<file path="src/rtl/ram_test_pkg.sv">
// Shared types, LED bit map and the test data pattern for the RAM test sequencer.
package ram_test_pkg;

    localparam int DEFAULT_ADDR_WIDTH = 8;
    localparam int DEFAULT_TIMEOUT    = 1023;

    localparam int LED_ERROR     = 7;
    localparam int LED_TOGGLE    = 6;
    localparam int LED_COUNT_MSB = 5;

    typedef enum logic [3:0] {
        S_IDLE,
        S_WRITE,
        S_WGAP,
        S_RSTART,
        S_READ,
        S_RGAP,
        S_PASSDONE,
        S_HALT
    } state_t;

    // Seed and address appear both true and inverted so stuck bits show up either way.
    function automatic logic [31:0] pattern(input logic [7:0] a8, input logic [7:0] seed);
        return {seed, a8, ~seed, ~a8};
    endfunction

endpackage

</file>
<file path="src/rtl/ram_test_pattern_gen.sv">
// Combinational test word for a given word index and pass seed.
module ram_test_pattern_gen
    import ram_test_pkg::*;
#(
    parameter int ADDR_WIDTH = DEFAULT_ADDR_WIDTH
) (
    input  logic [ADDR_WIDTH-1:0] index,
    input  logic [7:0]            seed,
    output logic [31:0]           pattern_out
);

    logic [7:0] a8;

    assign a8          = 8'(index);
    assign pattern_out = pattern(a8, seed);

endmodule

</file>
<file path="src/rtl/ram_test_sequencer.sv">
// Bus master that writes a seeded pattern to every RAM word, reads it back and
// compares, pass after pass; progress and a sticky error go out on the LEDs.
module ram_test_sequencer
    import ram_test_pkg::*;
#(
    parameter int ADDR_WIDTH = DEFAULT_ADDR_WIDTH,
    parameter int TIMEOUT    = DEFAULT_TIMEOUT
) (
    input  logic        clock,
    input  logic        reset_n,
    output logic        wb_cycle_strobe,
    output logic        wb_write_enable,
    output logic [31:0] wb_address,
    output logic [31:0] wb_write_data,
    input  logic [31:0] wb_read_data,
    input  logic        wb_ack,
    output logic [7:0]  leds,
    output state_t      debug_state
);

    // Handshake: a request is strobe high with we/address/data held stable; it
    // completes at the first rising edge that sees ack high, strobe drops at that
    // edge and stays low for one gap cycle. Ack while strobe is low is ignored.

    localparam int              TW        = $clog2(TIMEOUT + 1);
    localparam logic [TW-1:0]   TMO_LIMIT = TW'(TIMEOUT);
    localparam logic [TW-1:0]   TMO_ONE   = TW'(1);
    localparam logic [ADDR_WIDTH-1:0] IDX_ONE = ADDR_WIDTH'(1);

    state_t                state, state_next;
    logic [ADDR_WIDTH-1:0] index, index_next;
    logic [7:0]            seed, seed_next;
    logic [15:0]           pass_count, pass_next;
    logic [TW-1:0]         tmo, tmo_next;
    logic [7:0]            leds_next;
    logic [31:0]           write_pattern, expect_pattern;
    logic                  index_last, ack_seen, tmo_expired;

    assign index_last  = &index;
    assign ack_seen    = wb_cycle_strobe & wb_ack;
    assign tmo_expired = (tmo + TMO_ONE) == TMO_LIMIT;
    assign debug_state = state;

    // Write data is registered from the next index/seed; compare uses the current ones.
    ram_test_pattern_gen #(.ADDR_WIDTH(ADDR_WIDTH)) u_write_pattern (
        .index       (index_next),
        .seed        (seed_next),
        .pattern_out (write_pattern)
    );

    ram_test_pattern_gen #(.ADDR_WIDTH(ADDR_WIDTH)) u_expect_pattern (
        .index       (index),
        .seed        (seed),
        .pattern_out (expect_pattern)
    );

    always_comb begin
        state_next = state;
        index_next = index;
        seed_next  = seed;
        pass_next  = pass_count;
        tmo_next   = tmo;
        leds_next  = leds;
        case (state)
            S_IDLE: begin
                state_next = S_WRITE;
                index_next = '0;
                tmo_next   = '0;
            end
            S_WRITE, S_READ: begin
                if (ack_seen) begin
                    if (state == S_WRITE)
                        state_next = index_last ? S_RSTART : S_WGAP;
                    else if (wb_read_data != expect_pattern)
                        state_next = S_HALT;
                    else
                        state_next = index_last ? S_PASSDONE : S_RGAP;
                end else if (wb_cycle_strobe) begin
                    tmo_next = tmo + TMO_ONE;
                    if (tmo_expired)
                        state_next = S_HALT;
                end
            end
            S_WGAP: begin
                state_next = S_WRITE;
                index_next = index + IDX_ONE;
                tmo_next   = '0;
            end
            S_RSTART: begin
                state_next = S_READ;
                index_next = '0;
                tmo_next   = '0;
            end
            S_RGAP: begin
                state_next = S_READ;
                index_next = index + IDX_ONE;
                tmo_next   = '0;
            end
            S_PASSDONE: begin
                state_next                   = S_WRITE;
                pass_next                    = pass_count + 16'd1;
                seed_next                    = seed + 8'd1;
                index_next                   = '0;
                tmo_next                     = '0;
                leds_next[LED_TOGGLE]        = ~leds[LED_TOGGLE];
                leds_next[LED_COUNT_MSB:0]   = pass_next[5:0];
            end
            S_HALT: begin
                leds_next[LED_ERROR] = 1'b1;
            end
            default: begin
                state_next = S_IDLE;
            end
        endcase
    end

    always_ff @(posedge clock or negedge reset_n) begin
        if (!reset_n) begin
            state           <= S_IDLE;
            index           <= '0;
            seed            <= '0;
            pass_count      <= '0;
            tmo             <= '0;
            leds            <= '0;
            wb_cycle_strobe <= 1'b0;
            wb_write_enable <= 1'b0;
            wb_address      <= '0;
            wb_write_data   <= '0;
        end else begin
            state           <= state_next;
            index           <= index_next;
            seed            <= seed_next;
            pass_count      <= pass_next;
            tmo             <= tmo_next;
            leds            <= leds_next;
            wb_cycle_strobe <= (state_next == S_WRITE) || (state_next == S_READ);
            wb_write_enable <= (state_next == S_WRITE);
            if ((state_next == S_WRITE) || (state_next == S_READ))
                wb_address <= 32'(index_next);
            if (state_next == S_WRITE)
                wb_write_data <= write_pattern;
        end
    end

endmodule

</file>
<file path="config.mk">
export PLATFORM = sky130hd
export DESIGN_NAME = ram_test_sequencer
export DESIGN_NICKNAME = d
export VERILOG_FILES = /design/src/rtl/ram_test_pkg.sv /design/src/rtl/ram_test_pattern_gen.sv /design/src/rtl/ram_test_sequencer.sv
export SDC_FILE = /design/constraint.sdc
export NUM_CORES = 1
export LEC_CHECK = 0
export CORE_AREA = 2 2 126 91
export CTS_BUF_LIST = sky130_fd_sc_hd__clkbuf_8
export DETAILED_ROUTE_END_ITERATION = 7
export DIE_AREA = 0 0 128 93
export PLACE_DENSITY = 0.68
export SLEW_MARGIN = 5
export SYNTH_ARGS = -nofsm -noshare
export SYNTH_HDL_FRONTEND = slang
export SYNTH_SLANG_ARGS = --single-unit
export TNS_END_PERCENT = 50
</file>
<file path="constraint.sdc">
create_clock -name clock -period 3.3 [get_ports clock]
set_input_delay 0.99 -clock clock [delete_from_list [all_inputs] [get_ports clock]]
set_output_delay 0.99 -clock clock [all_outputs]
set_load 0.1 [all_outputs]
</file>
==> results of run 1 <==
==> area by class of cell <==
| class | instances | area [um2] |
|---|---|---|
| clock buffer | 11 | 151 |
| fill | 991 | 5450 |
| sequential | 80 | 2000 |
| clock inverter | 5 | 32.5 |
| inverter | 19 | 71.3 |
| timing repair buffer | 104 | 876 |
| tap | 136 | 170 |
| multi-input combinational | 272 | 1980 |
==> worst reg2reg max path: stages (launching register included) <==
cell	delay [ns]
dfrtp_1	0.54
ha_1	0.32
nand4_1	0.20
a311oi_1	0.30
o21ai_0	0.13
a211o_2	0.35
buf_4	0.15
nor3_4	0.18
buf_12	0.21
mux2_2	0.36
==> registers in the layout, summed over array words and instances, names as in the netlist <==
| register | cells |
|---|---|
| debug_state | 4 |
| index | 8 |
| leds | 8 |
| seed | 8 |
| tmo | 10 |
| wb_address | 8 |
| wb_cycle_strobe | 1 |
| wb_write_data | 32 |
| wb_write_enable | 1 |
==> worst max-delay path by stage <==
stage	startpoint	endpoint	slack [ns]	depth (start not counted)
2_1_floorplan	wb_read_data[24]	wb_write_data[24]	0.37	8
3_3_place_gp	wb_read_data[26]	wb_write_data[28]	-0.27	10
3_5_place_dp	wb_read_data[15]	wb_address[5]	-0.33	10
4_1_cts	wb_read_data[15]	wb_address[0]	0.05	10
5_1_grt	wb_read_data[15]	wb_write_data[10]	0.05	11
6_report	wb_read_data[17]	wb_write_data[29]	0.12	10
==> per-stage QoR <==
step | util (%) | total power [mW] | worst slack [ns]
floorplan | - | 1.64 | 0.375
global placement | 47.3 | 1.80 | -0.269
detailed placement | 47.3 | 1.81 | -0.331
CTS | 49.0 | 2.49 | 0.0499
global route | 49.3 | 2.58 | 0.0451
finish | 49.3 | 2.48 | 0.125
==> cell families after synthesis <==
| family | after synthesis |
|---|---|
| compound gates | 46 |
| xor+xnor | 43 |
| fa+ha+maj | 5 |
| buf+inv | 61 |
| flops | 80 |
| mux | 45 |
| other cells | 1 |
| simple gates | 107 |
==> cells in the final DEF (no fill, tap or decap), types with 4 or more instances in the layout <==
master and count:
nand3_1 11, nand2_1 20, mux2i_1 19, o21ai_0 17, ha_1 5, inv_1 21
xnor2_1 22, and3_1 7, mux2_1 14, dfrtp_1 80, nand4_1 10, clkbuf_8 11
a21oi_1 4, nand2b_1 9, buf_4 70, clkdlybuf4s50_1 33, conb_1 25, nand3b_1 5
mux2_2 12, nor2_1 17, xor2_1 20
==> power by group through the flow <==
stage | Combinational (mW) | Sequential (mW) | Clock (mW)
3_3_place_gp | 0.709 | 1.09 | 0
2_1_floorplan | 0.319 | 1.33 | 0
3_5_place_dp | 0.717 | 1.10 | 0
6_report | 0.720 | 1.08 | 0.683
5_1_grt | 0.754 | 1.08 | 0.740
4_1_cts | 0.719 | 1.08 | 0.698
==> metal layers <==
| metal | vias to the layer above | part of all wire, % | global-route usage (%) |
|---|---|---|---|
| met4 | 0 | 1.2 | 4.95 |
| li1 | 1496 | - | - |
| met3 | 12 | 7.5 | 5.21 |
| met1 | 1496 | 47 | 24.2 |
| met5 | - | 0 | 0 |
| met2 | 115 | 44 | 25.8 |
==> timing repair <==
item	CTS	global route
resized for setup	0	3
buffers inserted	0	0
setup endpoints to repair	0	32
==> summary.md, run 1 <==
| Metric | Value |
|---|---|
| Clock network fraction of total power | `27.5%` |
| Critical path buffer and inverter count | `3` |
| Die area | `about 12000 um2` |
| Setup TNS | `0 ns` |
| Buffers on Ports | `88` |
| Maxcap violations | `0` |
| Slowest stage cell, crit path | `clkdlybuf4s50_1` |
| # H-tree levels | `3` |
| Placed Cells | `610` |
| Remaining DRCs | `0` |
| Area fraction in compound gates after synthesis | `7.51%` |
| Final count of hold timing violations | `0` |
| Crit path max-delay family | `simple AND/OR/NAND/NOR gates` |
| Post-Route WL | `~9900 um` |
| Yosys cell types | `56` |
| N_diodes | `0` |
| Area after DPL | `between 5000 and 6000 um2` |
| Cell chain of the critical path | `clkdlybuf4s50_1 -> xor2_1 -> nor4_1 -> buf_4 -> nand3_1 -> nor4_4 -> a211oi_2 -> nor3_4 -> buf_12 -> mux2_2` |
| Arr. time, crit path | `3.42 ns` |
| Post-Layout Inst Area | `about 5300 um2` |
| Max-slew violation count | `0` |
| Antenna Nets Post-Route | `0` |
| Routability cong. | `0.789` |
| Via density per instance | `between 4 and 5` |
| Root Driver | `clkbuf_8` |
| All-Layer GR Usage | `17.2%` |
| CP required | `between 3 and 4 ns` |
| Die width | `128 um` |
| Layout cell share with drive strength beyond 1 | `between 20 and 25%` |
| Critical Path Sink Type | `register` |
| Crit Path Class | `input pin to register` |
| Main synth FF type | `dfrtp_1` |
| CTS tree | `done` |
| Worst Tran Pin Value | `0.996 ns` |
| Synth cell count leaders | `dfrtp_1, buf_4, xnor2_1, xor2_1, nand2_1` |
| Post-synthesis sequential area ratio | `between 40% and 50%` |
| Core area | `between 10000 and 15000 um2` |
| Post-Synth Simple-Gate Area | `roughly 15%` |
| WHS | `slightly below 0.5 ns` |
| Launch point of the worst hold path | `leds[5]` |
| CTS sink cnt | `80` |
| Gate power share | `approximately 29%` |
| Drt pass-1 iters | `4` |
| Rows | `32` |
| Starting Density | `around two fifths` |
| GRT overflow | `0` |
| CTS Buf Count | `9` |
| Mapped Cells | `between 300 and 400` |
| Synth top area share | `47.5%` |
| Switching share of power | `between 30% and 40%` |
| Status | `finished clean` |
| PwrDens | `~470 nW/um2` |
| Max Clock Skew | `0.00797 ns` |
| RR Endpoint | `wb_write_data[29]` |
| Number of synthesized flops with an enable pin | `0` |
| Iteration-0 DRC Markers | `around 220` |
| Setup crit start kind | `input pin` |
| Hold WC Path Type | `register to register` |
| Worst-path maximum fanout | `21` |
| Detailed-route via count | `3119` |
| Switch Pwr | `956 uW` |
| Area grow syn2layout | `25.4%` |
| Hold-fix buffers, CTS | `0` |
| Peak supply drop | `~270 uV` |
| Synth top area cells | `dfrtp_1, buf_4, xnor2_1, mux2i_1, xor2_1` |
| Adder-cell share of the synthesized area | `about 1.5%` |
| Bufs on Longest Clock Path | `2` |
| Final Net Count | `526` |
| Sequential Power Share | `43.4%` |
| Reg-to-reg slack, setup | `around 0.46 ns` |
| Launching point of the worst reg2reg path | `index[1]` |
| Mapped cell area | `approximately 4200 um2` |
| Largest net degree at the start of global routing | `just over 80` |
| Post-synthesis async set-or-reset flop share | `100%` |
| CTS clock-pin slew for the worst setup and hold paths | `0.08 ns` |
| Cell Count, Final, Fillers Out | `627` |
| Synth warn | `0` |
| Mux contribution to synthesized area | `a little under an eighth` |
| Routed WL per cell | `between 15 and 20 um` |
| First-pass GRT wire length | `between 15000 and 20000 um` |
| CP max stage delay | `between 0.4 and 0.5 ns` |
| Crit path time final | `approximately 3.2 ns` |
| Ports | `around 110` |
| Hold Path Stages | `1` |
| Largest family of logic cells by synthesized area | `simple AND/OR/NAND/NOR gates` |
| Slew margin rel. | `33.6%` |
| Number of global-route vias before repair | `3032` |
| Post-synthesis xor/xnor area fraction | `8.94%` |
| Later-pin clock latency in the skew report | `about 0.36 ns` |
| DP Wirelength | `7250 um` |
| Most common cell in the synthesized netlist | `dfrtp_1` |
| P_int | `approximately 1.5 mW` |
| Fmax | `about 0.31 GHz` |
| Worst reg2reg path depth | `9` |
| Period utilization | `slightly below 100%` |
| Leakage | `between 2 and 3 nW` |
| Final Setup Violations | `0` |
| Initial antenna violation count | `0` |
| Leading area contributor after synthesis | `dfrtp_1` |
| Height of the die | `between 90 and 100 um` |
| Seq cells post-synth | `80` |
| Hold path endpoint | `leds[5]` |
| Synth Area per Inst | `roughly 11 um2` |
| Unrepaired setup endpoints after global routing | `false` |
(Power assumes the default switching activity.)
==> inputs of run 2 (changes only) <==
- CORE_AREA: 2 2 126 91 -> 2 2 128 92
- CTS_CLUSTER_SIZE: not set -> 28
- DIE_AREA: 0 0 128 93 -> 0 0 130 94
- PLACE_DENSITY: 0.68 -> 0.67
==> run 2 against run 1 <==
  * Combinational power decreased by 2%
  * Flip-flop and latch count unchanged
  * Die area increased by 2.7%
  * Critical path type unchanged
==> summary.md, run 2 (synthesis results as in run 1) <==
| Metric | Value |
|---|---|
| N_diodes | `0 (unchanged)` |
| Peak supply drop | `330 uV (+21%)` |
| Final Net Count | `522 (-0.76%)` |
| All-Layer GR Usage | `16.7% (-0.47 points)` |
| Via density per instance | `4.86 (-2.2%)` |
| Post-layout worst setup margin | `0.175 ns (+0.0503 ns)` |
| Biggest regs | `wb_write_data (32), tmo (10)` |
| Detailed-route via count | `3113 (-0.19%)` |
| GR Util met2 | `23.6% (-2.1 points)` |
| Status | `finished clean` |
| Crit path time final | `3.13 ns (-0.0503 ns)` |
| Max-slew violation count | `0 (unchanged)` |
| Height of the die | `94 um (+1.1%)` |
| Iteration-0 DRC Markers | `119 (-46%)` |
| Cell chain of the critical path | `clkdlybuf4s50_1 -> xnor2_1 -> a311oi_1 -> nand3_1 -> nor4_2 -> a211oi_2 -> nor3_4 -> buf_4 -> mux2_1` |
| Maxcap violations | `0 (unchanged)` |
| Period utilization | `94.7% (-1.5 points)` |
| Max reg flops | `32 (unchanged)` |
| Slew margin rel. | `33.1% (-0.43 points)` |
| Max Clock Skew | `0.00966 ns (+0.00169 ns)` |
| Die area | `12200 um2 (+2.7%)` |
| Commonest non-fill, non-tap cells in the layout | `dfrtp_1, buf_4, clkdlybuf4s50_1` |
| CP max stage delay | `0.44 ns (+0.02 ns)` |
| Routed WL per cell | `15.2 um (-3.4%)` |
| Critical Path Sink Type | `register` |
| Most common cell after layout, fill and taps aside | `dfrtp_1` |
| Unrepaired setup endpoints after global routing | `false` |
| Buffers on Ports | `88 (unchanged)` |
| Largest net degree at the start of global routing | `81 (unchanged)` |
| Slowest stage cell, crit path | `clkdlybuf4s50_1` |
| GRT overflow | `0 (unchanged)` |
| Tot Pwr | `2.64 mW (+6.4%)` |
| First-pass GRT wire length | `15600 um (-1.2%)` |
| Crit path max-delay family | `simple AND/OR/NAND/NOR gates` |
| Area grow syn2layout | `26.4%` |
| Arr. time, crit path | `3.36 ns (-0.06 ns)` |
| Crit Path Class | `input pin to register` |
| # H-tree levels | `3 (unchanged)` |
| Root Driver | `clkbuf_8` |
| DP Worst Slack | `-0.227 ns (+0.104 ns)` |
| Final count of hold timing violations | `0 (unchanged)` |
| Placed Cells | `624 (+2.3%)` |
| CTS sink cnt | `80 (unchanged)` |
| CTS clock-pin slew for the worst setup and hold paths | `0.09 ns (about the same)` |
| Die width | `130 um (+1.6%)` |
| M1 GR Usage | `23.5% (-0.73 points)` |
| Drt pass-1 iters | `5 (+1)` |
| Final Setup Violations | `0 (unchanged)` |
| Leakage | `2.60 nW (-0.30%)` |
| Fillers | `1000 (+0.91%)` |
| Cell Count, Final, Fillers Out | `640 (+2.1%)` |
| Remaining DRCs | `0 (unchanged)` |
| GR Util met3 | `5.87% (+0.66 points)` |
| Worst-path maximum fanout | `9 (-57%)` |
| CP required | `3.54 ns (about the same)` |
| Post-Route WL | `9730 um (-1.4%)` |
| Ports | `113 (unchanged)` |
| Rows | `32 (unchanged)` |
| Worst Tran Pin Value | `1.00 ns (+0.00648 ns)` |
| Routability cong. | `0.806 (+2.2%)` |
| Initial antenna violation count | `0 (unchanged)` |
| Antenna Nets Post-Route | `0 (unchanged)` |
| CTS Buf Count | `9 (unchanged)` |
| PwrDens | `495 nW/um2 (+5.5%)` |
| Fmax | `0.320 GHz (+1.6%)` |
| Most flop-heavy register | `wb_write_data` |
| Hold WC Path Type | `register to register` |
| DP Wirelength | `7120 um (-1.7%)` |
| Later-pin clock latency in the skew report | `0.36 ns (about the same)` |
| Starting Density | `38.6% (-0.72 points)` |
| CTS tree | `done` |
| Core area | `10900 um2 (+1.9%)` |
| Number of global-route vias before repair | `3024 (-0.26%)` |
| Setup TNS | `0 ns (unchanged)` |
| Critical path buffer and inverter count | `2 (-1)` |
| Setup crit start kind | `input pin` |
| Gr busiest metal | `met2` |
| Layout cell share with drive strength beyond 1 | `21.8% (-0.43 points)` |
| Hold-fix buffers, CTS | `0 (unchanged)` |
| Bufs on Longest Clock Path | `2 (unchanged)` |
==> run 2: changes by cell type in the layout (fill, tap and decap cells not counted), sizes merged <==
| cell | change |
|---|---|
| nor2 | -1 |
| clkinv | +1 |
| inv | -2 |
| buf | -3 |
| bufinv | +2 |
| clkinvlp | -1 |
==> run 2: final timing paths <==
kind                                     end  cells after the start  slack [ns]              from
max                        wb_write_data[21]                      9        0.17  wb_read_data[10]
min                                  leds[6]                      1        0.47           leds[6]
max reg2reg                wb_write_data[21]                      9        0.42          index[0]
min reg2reg                          leds[6]                      1        0.47           leds[6]
max in group asynchronous             tmo[5]                      1        1.87           reset_n
min in group asynchronous   wb_write_data[3]                      1        0.78           reset_n
==> run 2: area by class of cell <==
class	instances	area, um2	share of cell area, %
Clock inverter	5	86.3	1.62
Inverter	19	71.3	1.34
Sequential cell	80	2000	37.6
Clock buffer	11	151	2.84
Tap cell	153	191	3.59
Timing Repair Buffer	101	866	16.3
Multi-Input combinational cell	271	1960	36.8
==> run 2: layer usage <==
metal	up-vias	part of all wire (%)
met5	-	0
met4	0	1.5
met3	12	7.3
met2	106	44
met1	1512	48
li1	1483	-
==> run 2: what timing repair did <==
| action | CTS | global route |
|---|---|---|
| gates resized for setup | 0 | 1 |
| setup endpoints to repair | 0 | 3 |
| setup buffers | 0 | 0 |
==> run 2: per-stage QoR <==
step / cell area, um2 / utilization (%) / hold slack, ns
floorplan: 4300 / - / 0.466
CTS: 5320 / 48.7 / 0.480
global placement: 5080 / 46.5 / 0.443
detailed placement: 5080 / 46.5 / 0.460
finish: 5330 / 48.7 / 0.474
global route: 5330 / 48.7 / 0.504
==> run 2: where the power goes <==
| part | leakage (nW) | switching (mW) | total (mW) | internal [mW] |
|---|---|---|---|---|
| logic | 1.46 | 0.522 | 0.708 | 0.186 |
| registers | 1.02 | 0.0585 | 1.08 | 1.02 |
| clock network | 0.120 | 0.375 | 0.847 | 0.473 |
| total | 2.60 | 0.955 | 2.64 | 1.68 |
==> inputs of run 3 (changes only) <==
- CORE_AREA: 2 2 128 92 -> 2 2 126 91
- DIE_AREA: 0 0 130 94 -> 0 0 128 93
- PLACE_DENSITY: 0.67 -> 0.73
- SYNTH_HIERARCHICAL: not set -> 1
==> run 3 against run 2 <==
  * Die area shrank 2.6%
  * Total power fell by 1.8%
  * Wire length up 2.6%
  * Clock skew grew 0.0016 ns
==> summary.md, run 3 <==
| Metric | Value |
|---|---|
| Status | `finished clean` |
| Max Clock Skew | `0.0112 ns (+0.00157 ns)` |
| Crit Path Class | `input pin to register` |
| CTS clock-pin slew for the worst setup and hold paths | `0.08 ns (about the same)` |
| All-Layer GR Usage | `17.9% (+1.1 points)` |
| N_diodes | `0 (unchanged)` |
| Synth top area share | `42.6% (-4.9 points)` |
| Die width | `128 um (-1.5%)` |
| Post-layout util | `50.6% (+1.8 points)` |
| Reg area | `2000 um2 (unchanged)` |
| Die area | `11900 um2 (-2.6%)` |
| Gr busiest metal | `met2` |
| Setup Buffers After CTS | `0 (unchanged)` |
| Post-CTS sizing | `0 (unchanged)` |
| Unrepaired setup endpoints after global routing | `false` |
| GRT overflow | `0 (unchanged)` |
| Synth Area per Inst | `10.9 um2 (+0.60%)` |
| Most common cell in the synthesized netlist | `dfrtp_1` |
| Core area | `10700 um2 (-1.8%)` |
| Remaining DRCs | `0 (unchanged)` |
| Routed WL per cell | `15.8 um (+3.9%)` |
| Maxcap violations | `0 (unchanged)` |
| Number of synthesized flops with an enable pin | `0 (unchanged)` |
| Leakage | `2.43 nW (-6.8%)` |
| Initial antenna violation count | `0 (unchanged)` |
| Slew margin rel. | `32.4% (-0.78 points)` |
| Later-pin clock latency in the skew report | `0.38 ns (+0.02 ns)` |
| Max-slew violation count | `0 (unchanged)` |
| Largest net degree at the start of global routing | `81 (unchanged)` |
| GR Util met2 | `26.8% (+3.1 points)` |
| Height of the die | `93 um (-1.1%)` |
| Max reg flops | `32 (unchanged)` |
| Setup crit start kind | `input pin` |
| First-pass GRT wire length | `16200 um (+3.9%)` |
| CP required | `3.56 ns (+0.02 ns)` |
| Routability cong. | `0.812 (+0.77%)` |
| Antenna Nets Post-Route | `0 (unchanged)` |
| Arr. time, crit path | `3.33 ns (-0.03 ns)` |
| CTS Buf Count | `9 (unchanged)` |
| Biggest regs | `wb_write_data (32), tmo (10)` |
| Post-Layout Inst Area | `5430 um2 (+1.9%)` |
| Final Setup Violations | `0 (unchanged)` |
| Commonest non-fill, non-tap cells in the layout | `dfrtp_1, buf_4, xnor2_1` |
| Mapped cell area | `4700 um2 (+11%)` |
| Worst Tran Pin Value | `1.01 ns (+0.0116 ns)` |
| Via density per instance | `4.91 (+1.0%)` |
| Main synth FF type | `dfrtp_1` |
| Ports | `113 (unchanged)` |
| Most flop-heavy register | `wb_write_data` |
| Peak supply drop | `368 uV (+11%)` |
| GR Util met3 | `5.89% (+0.027 points)` |
| Synth top area cells | `dfrtp_1, buf_4, mux2_4, xnor2_1, inv_1` |
| Critical Path Sink Type | `register` |
| Drt pass-1 iters | `4 (-1)` |
| Period utilization | `93.0% (-1.7 points)` |
| Number of global-route vias before repair | `3062 (+1.3%)` |
| Mapped Cells | `430 (+11%)` |
| WHS | `0.469 ns (-0.00521 ns)` |
| Seq cells post-synth | `80 (unchanged)` |
| Yosys cell types | `55 (-1.8%)` |
| Cell Count, Final, Fillers Out | `632 (-1.3%)` |
| PwrDens | `477 nW/um2 (-3.6%)` |
| Placed Cells | `617 (-1.1%)` |
| Setup TNS | `0 ns (unchanged)` |
| Buffers on Ports | `88 (unchanged)` |
| CTS sink cnt | `80 (unchanged)` |
| Final Net Count | `532 (+1.9%)` |
| Area after DPL | `5240 um2 (+3.1%)` |
| CTS tree | `done` |
| Synth cell count leaders | `dfrtp_1, buf_4, xnor2_1, inv_1, mux2_4` |
| DP Wirelength | `7390 um (+3.8%)` |
| Root Driver | `clkbuf_8` |
| Final count of hold timing violations | `0 (unchanged)` |
| CP Launch Point | `wb_read_data[28]` |
| Multi-input combinational cell area | `2090 um2 (+6.6%)` |
| Bufs on Longest Clock Path | `2 (unchanged)` |
| Worst-path maximum fanout | `9 (unchanged)` |
| Layout cell share with drive strength beyond 1 | `27.6% (+5.9 points)` |
| Most common cell after layout, fill and taps aside | `dfrtp_1` |
| Synth warn | `6 (+6)` |
| Iteration-0 DRC Markers | `211 (+77%)` |
| M1 GR Usage | `24.7% (+1.2 points)` |
| Launching point of the worst reg2reg path | `debug_state[0]` |
| Leading area contributor after synthesis | `dfrtp_1` |
| Fmax | `0.326 GHz (+1.8%)` |
| Launch point of the worst hold path | `leds[6]` |
| Fillers | `941 (-5.9%)` |
| Post-synthesis async set-or-reset flop share | `100% (unchanged)` |
| Starting Density | `43.8% (+5.2 points)` |
| Area grow syn2layout | `15.5%` |
| Detailed-route via count | `3105 (-0.26%)` |
| Post-synthesis sequential area ratio | `42.6% (-4.9 points)` |
| # H-tree levels | `3 (unchanged)` |
| Crit path time final | `3.07 ns (-0.0552 ns)` |
| Post-Route WL | `9990 um (+2.6%)` |
| Rows | `32 (unchanged)` |
| Hold-fix buffers, CTS | `0 (unchanged)` |
| Hold WC Path Type | `register to register` |
run 3: cell count changes after synthesis, moves of 6 or more:
cell | previous run | this run
buf_4 | 27 | 58
inv_1 | 19 | 37
mux2_1 | 14 | 1
mux2_4 | 0 | 29
mux2i_1 | 19 | 3
xnor2_1 | 22 | 39
xor2_1 | 21 | 15
run 3: per-stage QoR:
step                worst slack, ns  power [mW]
global placement             -0.132        1.89
global route                  0.149        2.71
CTS                           0.273        2.62
detailed placement           -0.126        1.90
finish                        0.230        2.59
floorplan                     0.169        1.76
run 3: cells by family after synthesis:
family	count (synthesis)	synth area share [%]
buffers and inverters	106	14.9
other	1	0.0798
AOI/OAI and AO/OA	36	5.81
muxes	45	13.0
and+or+nand+nor	103	12.2
DFF	80	42.6
xor gates and xnor gates	54	10.1
adders and majority gates	5	1.33
run 3: cell type report:
cell class	count	area share, %
clock inverter	6	1.15
tap	136	3.14
sequential	80	36.9
clock buffer	9	2.28
inverter	37	2.56
multi-input combinational	268	38.5
timing repair buffer	96	15.5
run 3: path summary, 6_finish.rpt:
kind / cells after the start / endpoint / slack (ns)
setup / recovery: 10 / wb_address[2] / 0.23
hold / removal: 1 / leds[6] / 0.47
setup reg to reg: 9 / wb_write_data[29] / 0.55
hold reg to reg: 1 / leds[6] / 0.47
max in group asynchronous: 1 / leds[3] / 1.85
min in group asynchronous: 1 / wb_write_data[3] / 0.77
run 3: layer usage:
metal	up-vias	wire length (um)
li1	1479	-
met1	1522	4890
met2	94	4340
met3	10	623
met4	0	127
met5	-	0
run 3: where the power goes:
| group | total (mW) | internal [mW] | switching, mW |
|---|---|---|---|
| Combinational | 0.802 | 0.239 | 0.563 |
| Clock | 0.713 | 0.342 | 0.371 |
| Sequential | 1.08 | 1.02 | 0.0552 |
run 3: critical path: stages:
cell and delay [ns]:
clkdlybuf4s50_1 0.42, xnor2_1 0.24, nand4_1 0.12, nor4_1 0.38, nand4_1 0.16, a31oi_2 0.28, nor2_2 0.07, o21ai_2 0.18
buf_12 0.15, mux2_2 0.33
